`src/rtl/seg7_scan_pkg.sv`:
```
// Shared types and constants for the multiplexed 7-segment scan driver.
package seg7_scan_pkg;

    typedef enum logic {ST_BLANK, ST_SHOW} scan_state_t;

    localparam int unsigned SEG_W      = 7;
    localparam int unsigned NUM_DIGITS = 4;
    localparam int unsigned IDX_W      = $clog2(NUM_DIGITS);

    localparam logic [SEG_W-1:0]      SEG_OFF = 7'h7F;
    localparam logic [NUM_DIGITS-1:0] AN_OFF  = 4'hF;

    function automatic int unsigned dwell_cycles(input int unsigned freq, input int unsigned rate);
        return freq / rate;
    endfunction

endpackage

```
`src/rtl/seg7_scan_timer.sv`:
```
// Per-slot cycle counter; flags the last dead-time cycle and the last cycle of the slot.
module seg7_scan_timer #(
    parameter int unsigned DWELL       = 10,
    parameter int unsigned DEAD_CYCLES = 2
) (
    input  logic clk,
    input  logic rst,
    input  logic en,
    output logic blank_done_c,
    output logic slot_done_c
);

    localparam int unsigned CW = $clog2(DWELL);

    logic [CW-1:0] cnt;

    assign blank_done_c = (cnt == CW'(DEAD_CYCLES - 1));
    assign slot_done_c  = (cnt == CW'(DWELL - 1));

    always_ff @(posedge clk) begin
        if (rst) begin
            cnt <= '0;
        end else if (en) begin
            cnt <= slot_done_c ? '0 : cnt + CW'(1);
        end
    end

endmodule

```
`src/rtl/seg7_scan_driver.sv`:
```
// Time-multiplexed 4-digit 7-segment driver with per-frame input snapshot and inter-digit dead time.
// Optional brightness PWM on the lit phase is enabled by defining SEG_SCAN_DIM_EN.
module seg7_scan_driver
    import seg7_scan_pkg::*;
#(
    parameter int unsigned CLK_FREQ_HZ = 100_000_000,
    parameter int unsigned REFRESH_HZ  = 1_000,
    parameter int unsigned DEAD_CYCLES = 16
) (
    input  logic                  clk100_i,
    input  logic                  rst_i,
    input  logic [SEG_W-1:0]      hex0_i,
    input  logic [SEG_W-1:0]      hex1_i,
    input  logic [SEG_W-1:0]      hex2_i,
    input  logic [SEG_W-1:0]      hex3_i,
`ifdef SEG_SCAN_DIM_EN
    input  logic [2:0]            dim_i,
`endif
    output logic [NUM_DIGITS-1:0] an_o,
    output logic [SEG_W-1:0]      seg_o,
    output logic                  frame_o
);

    localparam int unsigned DWELL = dwell_cycles(CLK_FREQ_HZ, REFRESH_HZ);

    if (DEAD_CYCLES < 1 || DEAD_CYCLES > DWELL - 1) begin : g_bad_dead
        $error("seg7_scan_driver: DEAD_CYCLES must lie in 1..DWELL-1");
    end

    scan_state_t           state;
    logic [IDX_W-1:0]      idx;
    logic                  run;
    logic [SEG_W-1:0]      snap [NUM_DIGITS];
    logic                  blank_done_c;
    logic                  slot_done_c;
    logic                  take_snap_c;
    logic                  lit_c;
    logic [NUM_DIGITS-1:0] show_an_c;
    logic [NUM_DIGITS-1:0] lit_an_c;
    logic [SEG_W-1:0]      lit_seg_c;

    seg7_scan_timer #(
        .DWELL       (DWELL),
        .DEAD_CYCLES (DEAD_CYCLES)
    ) u_timer (
        .clk          (clk100_i),
        .rst          (rst_i),
        .en           (run),
        .blank_done_c (blank_done_c),
        .slot_done_c  (slot_done_c)
    );

`ifdef SEG_SCAN_DIM_EN
    logic [2:0] pwm;
    logic [2:0] pwm_nxt_c;

    // Duty is judged against the pwm value live during the cycle the registered output lands in.
    assign pwm_nxt_c = pwm + 3'd1;
    assign lit_c     = ({1'b0, pwm_nxt_c} < ({1'b0, dim_i} + 4'd1));

    always_ff @(posedge clk100_i) begin
        if (rst_i) begin
            pwm <= '0;
        end else begin
            pwm <= pwm_nxt_c;
        end
    end
`else
    assign lit_c = 1'b1;
`endif

    assign show_an_c = ~(NUM_DIGITS'(1) << idx);
    assign lit_an_c  = lit_c ? show_an_c : AN_OFF;
    assign lit_seg_c = lit_c ? snap[idx] : SEG_OFF;

    // A frame begins on the first edge out of reset and on the edge leaving the last digit's slot.
    assign take_snap_c = !run
                       || (state == ST_SHOW && slot_done_c && idx == IDX_W'(NUM_DIGITS - 1));

    always_ff @(posedge clk100_i) begin
        if (rst_i) begin
            for (int i = 0; i < NUM_DIGITS; i++) snap[i] <= SEG_OFF;
        end else if (take_snap_c) begin
            snap[0] <= hex0_i;
            snap[1] <= hex1_i;
            snap[2] <= hex2_i;
            snap[3] <= hex3_i;
        end
    end

    always_ff @(posedge clk100_i) begin
        if (rst_i) begin
            state   <= ST_BLANK;
            idx     <= '0;
            run     <= 1'b0;
            frame_o <= 1'b0;
            an_o    <= AN_OFF;
            seg_o   <= SEG_OFF;
        end else begin
            frame_o <= take_snap_c;
            an_o    <= AN_OFF;
            seg_o   <= SEG_OFF;
            if (!run) begin
                run <= 1'b1;
            end else begin
                case (state)
                    ST_BLANK: begin
                        if (blank_done_c) begin
                            state <= ST_SHOW;
                            an_o  <= lit_an_c;
                            seg_o <= lit_seg_c;
                        end
                    end
                    ST_SHOW: begin
                        if (slot_done_c) begin
                            state <= ST_BLANK;
                            idx   <= idx + IDX_W'(1);
                        end else begin
                            an_o  <= lit_an_c;
                            seg_o <= lit_seg_c;
                        end
                    end
                endcase
            end
        end
    end

endmodule

```
`config.mk`:
```
export PLATFORM = sky130hd
export DESIGN_NAME = seg7_scan_driver
export DESIGN_NICKNAME = d
export VERILOG_FILES = /design/src/rtl/seg7_scan_pkg.sv /design/src/rtl/seg7_scan_timer.sv /design/src/rtl/seg7_scan_driver.sv
export SDC_FILE = /design/constraint.sdc
export NUM_CORES = 1
export LEC_CHECK = 0
export ABC_AREA = 1
export BUFFER_PORTS_ARGS = -buffer_cell sky130_fd_sc_hd__buf_2
export CAP_MARGIN = 20
export CORE_MARGIN = 5
export CORE_UTILIZATION = 45
export DETAILED_ROUTE_END_ITERATION = 10
export RECOVER_POWER = 50
export REMOVE_ABC_BUFFERS = 1
export SYNTH_ARGS = -nofsm -noshare
export SYNTH_HDL_FRONTEND = slang
export SYNTH_SLANG_ARGS = --single-unit
```
`constraint.sdc`:
```
create_clock -name clk100_i -period 2.3 [get_ports clk100_i]
set_input_delay 0.115 -clock clk100_i [delete_from_list [all_inputs] [get_ports clk100_i]]
set_output_delay 0.115 -clock clk100_i [all_outputs]
set_load 0.05 [all_outputs]
```
Word-level counts from Yosys, hierarchy flattened. Memory sizes are Yosys's and may differ from the RTL's. A register that Yosys moved wholly into a read port is not among the register bits. Cells that the tools add are included. W data, S select, Z words.

Bits in registers: 33. RAM bits: 28. Logic and storage cells: 49. Memories: 1.

Memories: snap (words 4, width 7, read ports 1, clocked after Yosys merged registers in 1, wr ports 4, line seg7_scan_driver.sv:33) `logic [SEG_W-1:0] snap [NUM_DIGITS];`.

Add/subtract/negate cells: 2. Eq/ne operators: 3. Shift operators: 1. Mux-type cells: 22. Bitwise logic cells: 7. Reductions and logical operators: 6.

Operator list (number): $mux W7 (6); $add A17 B1 Y17 const B (1); $eq A17 B17 Y1 const B (1); $eq A17 B4 Y1 const B (1); $mux W17 (1); $pmux W7 S2 (1); $mux W1 (8); $mux W4 (2); $pmux W4 S2 (1); $mux W2 (2); $not A4 Y4 (1); $or A1 B1 Y1 (4); $shl A1 B2 Y4 const A (1); $reduce_and A3 Y1 (1); $add A2 B1 Y2 const B (1); $eq A2 B2 Y1 const B (1); $logic_and A1 B1 Y1 (2); $not A1 Y1 (2); $pmux W1 S2 (1); $reduce_or A2 Y1 (1); $logic_not A1 Y1 (1); $logic_or A1 B1 Y1 (1).

Depth between registers and ports, before layout. Gate-level depths: netlist of the first run.

Depth in word-level cells: 8. Gate-level depth with buffers: 9.

Cells and area by module. Synthesis of the first run repeated with hierarchy kept, for this count alone.

Cells, all modules: 363. Area, all modules: 2920.3 µm².

Modules (own cells, without submodules): seg7_scan_driver (times used 1, cells each 199, area each 1871.8 µm²); seg7_scan_timer (times used 1, cells each 164, area each 1048.5 µm²).

Worst setup path before layout of the first run. Ideal clock, no wire load.

Path kind: reg2reg. From: register u_timer.cnt[0]. To: memory snap[0][0] (enable). Setup time: 0.385 ns. Arrival time: 1.708 ns. Data required time: 1.915 ns. Path slack: 0.207 ns. Cell stages (with the launch flop): 8. Path buffers: 0. Period minus slack after synthesis: 2.093 ns. Path through: dfxtp_1 > ha_1 > nand3_1 > nor2_2 > nand2_2 > nor2_4 > nand3_4 > nand2_1.

RTL lines: start: declaration (line seg7_scan_timer.sv:15) `logic [CW-1:0] cnt;`; start signal: assignment (line seg7_scan_timer.sv:24) `cnt <= slot_done_c ? '0 : cnt + CW'(1);`; end: declaration (line seg7_scan_driver.sv:33).

==> metrics.txt, run 1 <==
status complete, no violations; most common cell after layout, fill and taps aside nand2_1; Cell Int Power 1.71 mW; CP required 2340 ps; post-route setup TNS 0 ps; postcts setup bufs 0; I/O Buffers 41; Fin Hold WS 39.0 ps; final slew viol count 0; Post-Syn Area per Cell 8.66 µm²; path category of the worst min-delay check input port to register; switching power total 0.513 mW; CP bufs+invs 1; Worst-Skew Late Latency 340 ps; Worst path most repeated cell nand3_1; GRT Max-Usage Layer met2; layout filler cell count 677; Layout area overhead 12.6%; core box area 6760 µm²; ranking of synthesized cells by area edfxtp_1 (27%), dfxtp_1 (22%), nand2_1 (8.8%), nand3_2 (6.7%), inv_1 (6.4%); met3 usage 2.98%; unrepaired setup endpoints after global routing false; Crit. End Element register; area of the die 8700 µm²; clock power share 40.5%; sequential share of the synthesized area 49.4%; Iter 0 DRT Violations 74; Slew @ Worst Pin 895 ps; endpoints failing setup 0; r2r setup slk 340 ps; crit path time final 1960 ps; Tcrit/Tclk final 85.1%; Die Wd 93.3 µm; Hold-fix buffers, CTS 0; grt met2 use 26.6%; Slew headroom 40.3%; row count 30; Switching Share 23.0%; Max Cap Violations 0; Syn. warnings 0; Synth area leader edfxtp_1; layout cells sized above 1 19.0%; Ports 42; Avg Vias per Cell 4.99; post-synthesis cell area 3120 µm²; highest-count cells in the layout ignoring fill and taps nand2_1 (74), inv_1 (53), nor2_1 (41); CP startpoint kind register; CTS tree built; drt wl/cell 13.3 µm; CP cell instances ha_1 > nand3_1 > nor2_1 > nand2_2 > nor2_4 > nand3_1 > nand2_1 > buf_12; Resized cells post-CTS 0; Die H 93.3 µm; CTS Sinks 63; GRT overflow 0; DRT antenna net count 0; Inst Count DP 474; crit path max-delay cell type dfxtp_1; initial antenna violation count 0; Logic pwr share 5.7%; NumNets Final 440; register bit total from synthesis 63; routing usage on met1 19.5%; Crit Path Category register to register; Syn Inst Count 360; TritonCTS Buffers 9; post-synth top area share 27.0%; Pwr Density 634 nW/µm²; detailed placement HPWL 4460 µm; via count 2,445; fmax 0.511 GHz; Static Leak 1.47 nW; Critical Path AT 2000 ps; Fin. Hold Viols 0; Largest delay share family, worst path simple AND/OR/NAND/NOR gates; Post-synth EDFFs 28; Initial Utilization 46.2%; register share of total power 53.8%; ys flop type dfxtp_1; Detailed Route WL 6510 µm; gp weighted congestion 0.918; Worst Skew 10.3 ps; CTS Root Buffer Type clkbuf_8; unique cell type count in the Yosys netlist 34; Largest stage delay, worst path 370 ps; Synth async-reset ratio 0%; Finished Layout Cells 490; clock buffer depth 2; CP Max Fanout 28; Reg clk slew, reported paths 70 ps; TritonRoute pass-1 iters 4; Tot GR Track Use 15.8%; H-tree Lvls 3; DRC 0; first-pass GRT wire length 10,700 µm; Peak VDD IR 0.291 mV; largest net degree at the start of global routing 33; n_diodes 0; vias in the first global route 2,333
## state kept, by name (all words and copies together) (netlist names), named ones only
name and flops:
run 1, state 1, frame_o 1, u_timer.cnt 17, an_o 4, snap 28
idx 2, seg_o 7
## cell usage after synthesis (2+ instances only)
master    number
nor3_1         3
nand3_2       21
o21ai_0        2
xnor2_1        2
inv_2          2
buf_6          2
buf_2          3
nand3_1       36
nor2_2         3
a21oi_1        4
dfxtp_1       35
nor2_1        40
nand2_1       73
nor2_4         2
nand2_2        3
buf_12         2
edfxtp_1      28
inv_1         53
clkbuf_1       6
nand4_1       19
ha_1           5
xor2_1         4
## power groups by stage
stage	sequential [mW]	clock, mW	combinational [mW]
after global routing	1.20	0.954	0.143
after floorplan	1.23	0	0.0689
after CTS	1.20	0.916	0.131
after detailed placement	1.22	0	0.131
after global placement	1.22	0	0.128
final	1.20	0.902	0.127
## worst register-to-register path, cell delays in order, from the launching register on
cell     delay, ps
dfxtp_1        370
ha_1           210
nand3_1        130
nor2_1         150
nand2_2         70
nor2_4         100
nand3_1        220
nand2_1        190
buf_12         200
## path summary, 6_finish.rpt
kind                                     start             end  depth (start not counted)
worst max-delay path            u_timer.cnt[0]      snap[1][5]                          8
worst min-delay path                 hex0_i[2]      snap[0][2]                          3
worst max register to register  u_timer.cnt[0]      snap[1][5]                          8
worst min register to register  u_timer.cnt[0]  u_timer.cnt[0]                          2
## layout make-up
class	instances	area [µm²]	share of cell area (%)
Clock inverter	3	17.5	0.499
Tap cell	80	100	2.85
Clock buffer	13	169	4.81
Sequential cell	63	1540	43.9
Multi-Input combinational cell	227	1230	34.9
Inverter	56	210	5.98
Timing Repair Buffer	48	249	7.09
## kinds of logic after synthesis
group                    after synthesis  share of synthesized area [%]
XOR/XNOR                               6                           1.68
AO/OA/AOI/OAI                          9                           1.69
AND/OR/NAND/NOR                      207                           35.1
flip-flops                            63                           49.4
buffers and inverters                 70                           10.1
adder cells (fa/ha/maj)                5                           2.01
## routing by layer
layer | vias to the layer above | share of wire, %
li1 | 1253 | -
met1 | 1121 | 47
met2 | 57 | 47
met3 | 14 | 4.1
met4 | 0 | 2.1
met5 | - | 0
## per-stage QoR
step                      utilization (%)  area [µm²]  setup slack (ps)  total power, mW
after global routing                 52.0        3510               176             2.30
final                                52.0        3510               343             2.23
after global placement               50.1        3390               539             1.35
after floorplan                         -        3020              72.8             1.30
after CTS                            52.9        3570               467             2.25
after detailed placement             50.1        3390               481             1.35
(Power assumes the default switching activity.)
==> inputs of run 2 (changes only) <==
--- a/config.mk
+++ b/config.mk
@@ -11,7 +11,6 @@
 export CORE_MARGIN = 5
 export CORE_UTILIZATION = 45
 export DETAILED_ROUTE_END_ITERATION = 10
-export RECOVER_POWER = 50
 export REMOVE_ABC_BUFFERS = 1
 export SYNTH_ARGS = -nofsm -noshare
 export SYNTH_HDL_FRONTEND = slang
==> run 2 against run 1 <==
  * Cell count stayed put
  * Critical path type unchanged
  * Setup slack better by 130 ps
  * Sequential power is essentially flat
  * Critical path depth is the same
  * Register-to-register slack better by 130 ps
  * Sequential share of layout area fell by 0.72 points
  * Via count fell by 0.53%
  * Combinational power is essentially flat
  * Non-clock buffer count did not move
  * Die area did not move
  * Largest cell class unchanged
==> metrics.txt, run 2 (synthesis gave the netlist of run 1 again) <==
Static Leak 1.49 nW (was 1.47 nW); I/O Buffers 41 (unchanged); CTS Root Buffer Type clkbuf_8 (unchanged); H-tree Lvls 3 (unchanged); Peak VDD IR 0.288 mV (was 0.291 mV); Pwr Density 623 nW/µm² (was 634 nW/µm²); unrepaired setup endpoints after global routing false (unchanged); max reg flops 28 (unchanged); crit path time final 1820 ps (was 1960 ps); initial antenna violation count 0 (unchanged); Detailed Route WL 6490 µm (was 6510 µm); Slew @ Worst Pin 477 ps (was 895 ps); via count 2,432 (was 2,445); endpoints failing setup 0 (unchanged); Ports 42 (unchanged); CTS tree built (unchanged); layout cells sized above 1 23.9% (was 19.0%); gp weighted congestion 0.918 (unchanged); path category of the worst min-delay check input port to register (unchanged); detailed placement HPWL 4460 µm (unchanged); DRC 0 (unchanged); NumNets Final 440 (unchanged); DRT antenna net count 0 (unchanged); Die H 93.3 µm (unchanged); Layout area overhead 14.5% (was 12.6%); Crit. End Element register (unchanged); Fin. Hold Viols 0 (unchanged); status complete, no violations (unchanged); Largest delay share family, worst path simple AND/OR/NAND/NOR gates (unchanged); Die Wd 93.3 µm (unchanged); Avg Vias per Cell 4.96 (was 4.99); Worst-Skew Late Latency 340 ps (about the same); n_diodes 0 (unchanged); postcts setup bufs 0 (unchanged); CP required 2340 ps (about the same); CTS Sinks 63 (unchanged); area of the die 8700 µm² (unchanged); row count 30 (unchanged); most common cell after layout, fill and taps aside nand2_1 (unchanged); total power 2.22 mW (was 2.23 mW); Slew headroom 68.1% (was 40.3%); largest net degree at the start of global routing 33 (unchanged); register with the most flip-flops snap (unchanged); vias in the first global route 2,333 (unchanged); CP bufs+invs 1 (unchanged); TritonRoute pass-1 iters 4 (unchanged); Worst Skew 9.82 ps (was 10.3 ps); Resized cells post-CTS 0 (unchanged); hold depth 3 (unchanged); TritonCTS Buffers 9 (unchanged); Reg clk slew, reported paths 70 ps (about the same); CP Max Fanout 28 (unchanged); Largest stage delay, worst path 380 ps (was 370 ps); highest-count cells in the layout ignoring fill and taps nand2_1 (73), inv_1 (53), buf_2 (41) (was nand2_1 (74), inv_1 (53), nor2_1 (41)); first-pass GRT wire length 10,700 µm (unchanged); Hold-fix buffers, CTS 0 (unchanged); core box area 6760 µm² (unchanged); Max Cap Violations 0 (unchanged); Iter 0 DRT Violations 88 (was 74); FF-to-FF path depth 8 (unchanged); drt wl/cell 13.2 µm (was 13.3 µm); GRT overflow 0 (unchanged); post-route setup TNS 0 ps (unchanged); Tot GR Track Use 15.8% (unchanged); Tcrit/Tclk final 79.3% (was 85.1%); Initial Utilization 46.2% (unchanged); Crit Path Category register to register (unchanged); Critical Path AT 1870 ps (was 2000 ps); CP Depth 8 (unchanged); clock buffer depth 2 (unchanged); CP startpoint kind register (unchanged); biggest regs snap (28), u_timer.cnt (17), seg_o (7) (unchanged); fmax 0.548 GHz (was 0.511 GHz); CP cell instances ha_1 > nand3_1 > nor2_2 > nand2_2 > nor2_4 > nand3_4 > nand2_1 > buf_12 (was ha_1 > nand3_1 > nor2_1 > nand2_2 > nor2_4 > nand3_1 > nand2_1 > buf_12); crit path max-delay cell type dfxtp_1 (unchanged); final slew viol count 0 (unchanged)
[run 2: final cells by class]
class | count | area (µm²)
Clock inverter | 3 | 17.5
Tap cell | 80 | 100
Sequential cell | 63 | 1540
Clock buffer | 13 | 169
Multi-Input combinational cell | 227 | 1260
Timing Repair Buffer | 48 | 270
Inverter | 56 | 210
Fill cell | 663 | 3180
[run 2: where the power goes]
part           internal (mW)  switching, mW  total (mW)
Clock                  0.476          0.421       0.897
Combinational         0.0478         0.0811       0.129
Sequential              1.19        0.00742        1.20
[run 2: worst min-delay path: stages]
cell	delay (ps)
buf_2	70
inv_1	30
nand3_2	50
[run 2: stage by stage]
stage	setup WS (ps)	utilization (%)	cells	cell area [µm²]	hold WS, ps
after floorplan	72.8	-	346	3020	184
after global placement	539	50.1	474	3390	386
after global routing	330	52.9	490	3570	48.0
after detailed placement	481	50.1	474	3390	389
after CTS	467	52.9	490	3570	23.4
final	475	52.9	490	3570	37.3
[run 2: per-layer routing]
metal	track usage, %	routed length, µm	up-vias
li1	-	-	1258
met1	19.5	2990	1120
met2	26.6	3160	45
met3	2.98	238	9
met4	7.57	95	0
met5	0	0	-
[run 2: final timing paths]
path	slack (ps)	startpoint	endpoint
hold reg to reg	510	u_timer.cnt[0]	u_timer.cnt[0]
hold / removal	40	hex0_i[2]	snap[0][2]
setup / recovery	480	u_timer.cnt[0]	snap[1][5]
setup reg to reg	480	u_timer.cnt[0]	snap[1][5]
